===== config.mk =====
export PLATFORM = sky130hd
export DESIGN_NAME = prold_loader
export DESIGN_NICKNAME = d
export VERILOG_FILES = /design/src/rtl/prold_loader.sv
export SDC_FILE = /design/constraint.sdc
export NUM_CORES = 1
export LEC_CHECK = 0
export ABC_AREA = 1
export BUFFER_PORTS_ARGS = -buffer_cell sky130_fd_sc_hd__buf_2
export CAP_MARGIN = 20
export CORE_ASPECT_RATIO = 0.5
export CORE_UTILIZATION = 27
export CTS_BUF_LIST = sky130_fd_sc_hd__clkbuf_8
export DETAILED_ROUTE_END_ITERATION = 12
export PLACE_DENSITY = 0.46
export SYNTH_ARGS = -nofsm -noshare
export SYNTH_HDL_FRONTEND = slang
export SYNTH_SLANG_ARGS = --single-unit

===== constraint.sdc =====
create_clock -name clk -period 1.65 [get_ports clk]
set_input_delay 0.0825 -clock clk [delete_from_list [all_inputs] [get_ports clk]]
set_output_delay 0.0825 -clock clk [all_outputs]
set_load 0.01 [all_outputs]

===== src/rtl/prold_loader.sv =====
// Program-load sequencer: assembles little-endian UART bytes into 32-bit words
// and issues one-cycle write orders to the fetch unit, followed by a drain window.
module prold_loader #(
  parameter int LEN_WORD     = 32,
  parameter int LEN_INST     = 32,
  parameter int MAX_WORDS    = 4096,
  parameter int DRAIN_CYCLES = 2
) (
  input  logic                clk,
  input  logic                rstn,
  input  logic                start,
  input  logic                rx_valid,
  input  logic [7:0]          rx_data,
  output logic                prold_mode,
  output logic                prold_order,
  output logic [LEN_WORD-1:0] prold_pc,
  output logic [LEN_INST-1:0] prold_data,
  output logic                busy,
  output logic                load_done,
  output logic                overflow,
  output logic [31:0]         checksum,
  output logic [LEN_WORD-1:0] words_loaded
);

  typedef enum logic [2:0] {
    IDLE  = 3'd0,
    LEN   = 3'd1,
    DATA  = 3'd2,
    DRAIN = 3'd3,
    DONE  = 3'd4
  } state_t;

  function automatic logic [31:0] fold_checksum(input logic [31:0] acc, input logic [31:0] word);
    return acc ^ word;
  endfunction

  state_t              state_r, next_state_s;
  logic [31:0]         asm_r;
  logic [1:0]          byte_idx_r;
  logic [LEN_WORD-1:0] len_r;
  logic [LEN_WORD-1:0] words_loaded_r;
  logic [31:0]         checksum_r;
  logic                overflow_r;
  logic                prold_order_r;
  logic [LEN_WORD-1:0] prold_pc_r;
  logic [LEN_INST-1:0] prold_data_r;
  logic [7:0]          drain_cnt_r;
  logic                prold_mode_r, busy_r, load_done_r;

  logic                accept_s, byte_last_s, last_word_s, in_range_s, drain_done_s;
  logic [31:0]         word_s;
  logic [LEN_WORD-1:0] next_count_s;
  logic                mode_nx_s, busy_nx_s, done_nx_s;

  assign accept_s     = rx_valid && ((state_r == LEN) || (state_r == DATA));
  assign byte_last_s  = accept_s && (byte_idx_r == 2'd3);
  assign word_s       = {rx_data, asm_r[31:8]};
  assign next_count_s = words_loaded_r + LEN_WORD'(1);
  assign last_word_s  = (next_count_s == len_r);
  assign in_range_s   = (words_loaded_r < LEN_WORD'(MAX_WORDS));
  // The order cycle of the final word is not part of the drain count.
  assign drain_done_s = (state_r == DRAIN) && !prold_order_r &&
                        (drain_cnt_r == 8'(DRAIN_CYCLES - 1));

  // State register
  always_ff @(posedge clk or negedge rstn) begin
    if (!rstn) state_r <= IDLE;
    else       state_r <= next_state_s;
  end

  // Next-state logic
  always_comb begin
    next_state_s = state_r;
    case (state_r)
      IDLE:    if (start) next_state_s = LEN; else next_state_s = IDLE;
      LEN:     if (byte_last_s) next_state_s = (word_s == 32'd0) ? DRAIN : DATA;
               else next_state_s = LEN;
      DATA:    if (byte_last_s && last_word_s) next_state_s = DRAIN; else next_state_s = DATA;
      DRAIN:   if (drain_done_s) next_state_s = DONE; else next_state_s = DRAIN;
      DONE:    next_state_s = IDLE;
      default: next_state_s = IDLE;
    endcase
  end

  // Status outputs derived from the state being entered, so they register in step with it
  always_comb begin
    mode_nx_s = 1'b0;
    busy_nx_s = 1'b1;
    done_nx_s = 1'b0;
    case (next_state_s)
      IDLE:    busy_nx_s = 1'b0;
      LEN:     mode_nx_s = 1'b1;
      DATA:    mode_nx_s = 1'b1;
      DRAIN:   mode_nx_s = 1'b1;
      DONE:    done_nx_s = 1'b1;
      default: busy_nx_s = 1'b0;
    endcase
  end

  // Byte assembly, word bookkeeping, write orders and registered status
  always_ff @(posedge clk or negedge rstn) begin
    if (!rstn) begin
      asm_r          <= 32'd0;
      byte_idx_r     <= 2'd0;
      len_r          <= '0;
      words_loaded_r <= '0;
      checksum_r     <= 32'd0;
      overflow_r     <= 1'b0;
      prold_order_r  <= 1'b0;
      prold_pc_r     <= '0;
      prold_data_r   <= '0;
      drain_cnt_r    <= 8'd0;
      prold_mode_r   <= 1'b0;
      busy_r         <= 1'b0;
      load_done_r    <= 1'b0;
    end else begin
      prold_order_r <= 1'b0;
      if ((state_r == IDLE) && start) begin
        asm_r          <= 32'd0;
        byte_idx_r     <= 2'd0;
        words_loaded_r <= '0;
        checksum_r     <= 32'd0;
        overflow_r     <= 1'b0;
      end else if (accept_s) begin
        asm_r      <= word_s;
        byte_idx_r <= byte_idx_r + 2'd1;
        if (byte_idx_r == 2'd3) begin
          if (state_r == LEN) begin
            len_r      <= LEN_WORD'(word_s);
            overflow_r <= (LEN_WORD'(word_s) > LEN_WORD'(MAX_WORDS));
          end else begin
            checksum_r     <= fold_checksum(checksum_r, word_s);
            words_loaded_r <= next_count_s;
            if (in_range_s) begin
              prold_order_r <= 1'b1;
              prold_pc_r    <= words_loaded_r << 2;
              prold_data_r  <= LEN_INST'(word_s);
            end
          end
        end
      end
      if (state_r != DRAIN)    drain_cnt_r <= 8'd0;
      else if (!prold_order_r) drain_cnt_r <= drain_cnt_r + 8'd1;
      prold_mode_r <= mode_nx_s;
      busy_r       <= busy_nx_s;
      load_done_r  <= done_nx_s;
    end
  end

  assign prold_mode   = prold_mode_r;
  assign prold_order  = prold_order_r;
  assign prold_pc     = prold_pc_r;
  assign prold_data   = prold_data_r;
  assign busy         = busy_r;
  assign load_done    = load_done_r;
  assign overflow     = overflow_r;
  assign checksum     = checksum_r;
  assign words_loaded = words_loaded_r;

endmodule


==> impl_results.md <==
* Max frequency at 468 MHz
* Worst Path Required at 2.10 ns
* Synthesis Warnings at 0
* Main combinational cell family by area after synthesis: simple AND/OR/NAND/NOR gates
* Vias in the first global route at 9374
* Row count at 47
* Routed len/inst at 18.2 µm
* Failing checks: setup timing
* CTS tree: done
* Crit Path Max Fanout at 7
* Fillcell total at 3245
* Final Power at 22.8 mW
* Finished Layout Cells at 1986
* DRT iter0 DRCs at 517
* Share of cells above drive strength 1 at 0.471
* Reg2reg end: busy$_DFF_PN0_
* Post-synthesis adder-cell area fraction at 0.00537
* Die X at 265 µm
* # port buffers at 142
* Worst Skew at 0.0204 ns
* Largest net degree at the start of global routing at 47
* Leak Pwr at 7.25 nW
* First-pass GRT wire length at 54.6 mm
* Startpoint types: register
* DIE HEIGHT at 133 µm
* FF+latch count, synth at 200
* RR Startpoint: words_loaded[0]$_DFFE_PN0P_
* Max IR drop VDD at 573 µV
* CTS buffer count at 17
* Root buf cell: clkbuf_8
* Sink Count at 200
* Final Util at 0.450
* Fin worst setup slack at -0.485 ns
* Worst-skew pair later-pin latency at 0.51 ns
* Cells after Synth at 1133
* Register-to-Register Setup Slack at -0.49 ns
* Antenna viol nets, final at 0
* Placed inst area at 0.0120 mm²
* Number of synthesized flops with an enable pin at 0
* Die ar. at 0.0353 mm²
* Final instance area at 0.0151 mm²
* CTS Buffer Depth at 2
* Post-synth ARST share at 1.00
* Final #Nets at 1549
* Dpl hpwl at 23.2 mm
* DR vias at 9340
* Worst Path Arrival at 2.59 ns
* Layout area overhead at 61.8%
* Placed Cells incl. Taps at 1870
* Final period utilization at 1.29
* Register area share after synthesis at 0.537
* Total I/O pin count at 145
* Yosys cell types at 38
* GRT overflow at 0
* Commonest non-fill, non-tap cell in the layout: nand2_1
* Syn avg cell area at 8.23 µm²
* P per Cell Area at 1510 mW/mm²
* Crit Path Category: register to register
* Diodes inserted at 0
* TritonRoute pass-1 iters at 7
* Max-Cap Viols at 0
* Setup-failing EPs final at 165
* R2R cell count at 14
* Total track usage at 0.204
* Drt drc at 0
* RSZ-0062 raised after global routing: true
* Mapped cell area at 0.00932 mm²
* Initial core utilization at 0.278
* Post-Synth Simple-Gate Area at 0.251
* Vias per Instance at 4.70
* Clock H-tree levels at 4
* Initial antenna violation count at 0
* Final-report hold violation count at 0
* Dominant synthesized flop cell: dfrtp_1
* Min-delay worst type: primary input to asynchronous set/reset pin
* Final worst path period need at 2.14 ns
* Mux contribution to synthesized area at 0
* Slew Limit Fails at 0
* RePlAce Congestion at 0.904
* Final WL at 36.1 mm
* Post-synthesis xor/xnor area fraction at 0.0105
* Commonest non-fill, non-tap cells in the layout: nand2_1 (198), dfrtp_1 (191), buf_4 (188)
* Critical path capture point type: register
* Status: complete, but fails checks
* WHS at 0.0962 ns
* Synth Area in Compound Gates at 0.123
* Core area at 0.0335 mm²
* Clock transition at path regs at 0.11 ns
## repair_timing
item                                   4_1_cts  5_1_grt
buffers inserted                            46       16
endpoints found under the hold margin      228        0
resized for setup                          408      133
hold buffers                                10        0
gates cloned                                26        4
setup endpoints to repair                  172      190
pin swaps                                   20       29
## power by group
group / leakage, nW / internal, mW / total [mW] / switching, mW
logic: 4.46 / 5.58 / 11.9 / 6.37
clock network: 0.190 / 1.29 / 3.21 / 1.92
registers: 2.60 / 6.27 / 7.61 / 1.35
## registers in the layout, summed over array words and instances (netlist names)
name          cells
asm_r            24
busy              1
byte_idx_r        2
checksum         32
drain_cnt_r       8
len_r            32
load_done         1
overflow          1
prold_data       32
prold_mode        1
prold_order       1
prold_pc         30
state_r           3
words_loaded     32
## synth_stat cells, drive strengths merged (2+ instances only)
cell type	count	area (µm²)
nor2	127	582
o21ai	135	679
nor3	9	50.1
and2	2	12.5
a31oi	2	12.5
ha	4	50.1
a21oi	36	180
xor2	5	43.8
dfrtp	200	5000
o22ai	41	257
nand3	76	390
clkbuf	18	67.6
inv	140	526
nand4	13	87.6
nor4	4	25.0
nand3b	11	82.6
xnor3	2	45.0
nand2	286	1110
buf	17	91.3
## per-layer routing
metal | wire length (µm) | global-route usage | vias to the layer above
li1 | - | - | 4501
met1 | 17100 | 0.286 | 4609
met2 | 16700 | 0.322 | 189
met3 | 1570 | 0.0396 | 41
met4 | 619 | 0.0562 | 0
met5 | 0 | 0 | -
## worst max-delay path, cell delays in order, from the launching register on
cell and delay [ns]:
dfrtp_2 0.41, ha_4 0.16, nand2_4 0.07, nor2_8 0.19, nand2_4 0.10, nor2_4 0.24, buf_6 0.14, nand3_2 0.06
nand3_2 0.06, nand2_1 0.05, nor2_1 0.10, nand2_1 0.08, nor2_2 0.10, nand3_2 0.17, nand4_1 0.13
## cell families after synthesis
group | after synthesis
AND/OR/NAND/NOR | 528
AO/OA/AOI/OAI | 216
flip-flops | 200
buffers and inverters | 176
XOR/XNOR | 8
adder cells (fa/ha/maj) | 4
other | 1
## cell type report
cell class              instances  area [µm²]  area share
clock inverters                12         115     0.00763
repair buffers                413        3630       0.240
well taps                     441         552      0.0366
flip-flops and latches        200        5020       0.332
clock buffers                  19         262      0.0173
repair inverters                2        25.0     0.00166
multi-input cells             758        4930       0.327
inverters                     141         564      0.0374
## stage by stage
stage	setup TNS [ns]	setup WS, ns
after floorplan	-1.33	-0.104
after global placement	-60.09	-0.758
after detailed placement	-58.41	-0.664
after CTS	-36.37	-0.372
after global routing	-51.95	-0.579
final	-43.26	-0.485
## how the worst max path moves through the flow
| stage | startpoint | to | slack [ns] | depth (start not counted) |
|---|---|---|---|---|
| floorplan | words_loaded[1]$_DFFE_PN0P_ | busy$_DFF_PN0_ | -0.10 | 13 |
| global placement | words_loaded[31]$_DFFE_PN0P_ | prold_pc[4]$_DFFE_PN0P_ | -0.76 | 8 |
| detailed placement | words_loaded[31]$_DFFE_PN0P_ | prold_pc[6]$_DFFE_PN0P_ | -0.66 | 8 |
| CTS | words_loaded[0]$_DFFE_PN0P_ | busy$_DFF_PN0_ | -0.37 | 13 |
| global route | words_loaded[0]$_DFFE_PN0P_ | busy$_DFF_PN0_ | -0.58 | 13 |
| finish | words_loaded[0]$_DFFE_PN0P_ | busy$_DFF_PN0_ | -0.49 | 14 |
Note: power is estimated with default switching activity, not from simulation.
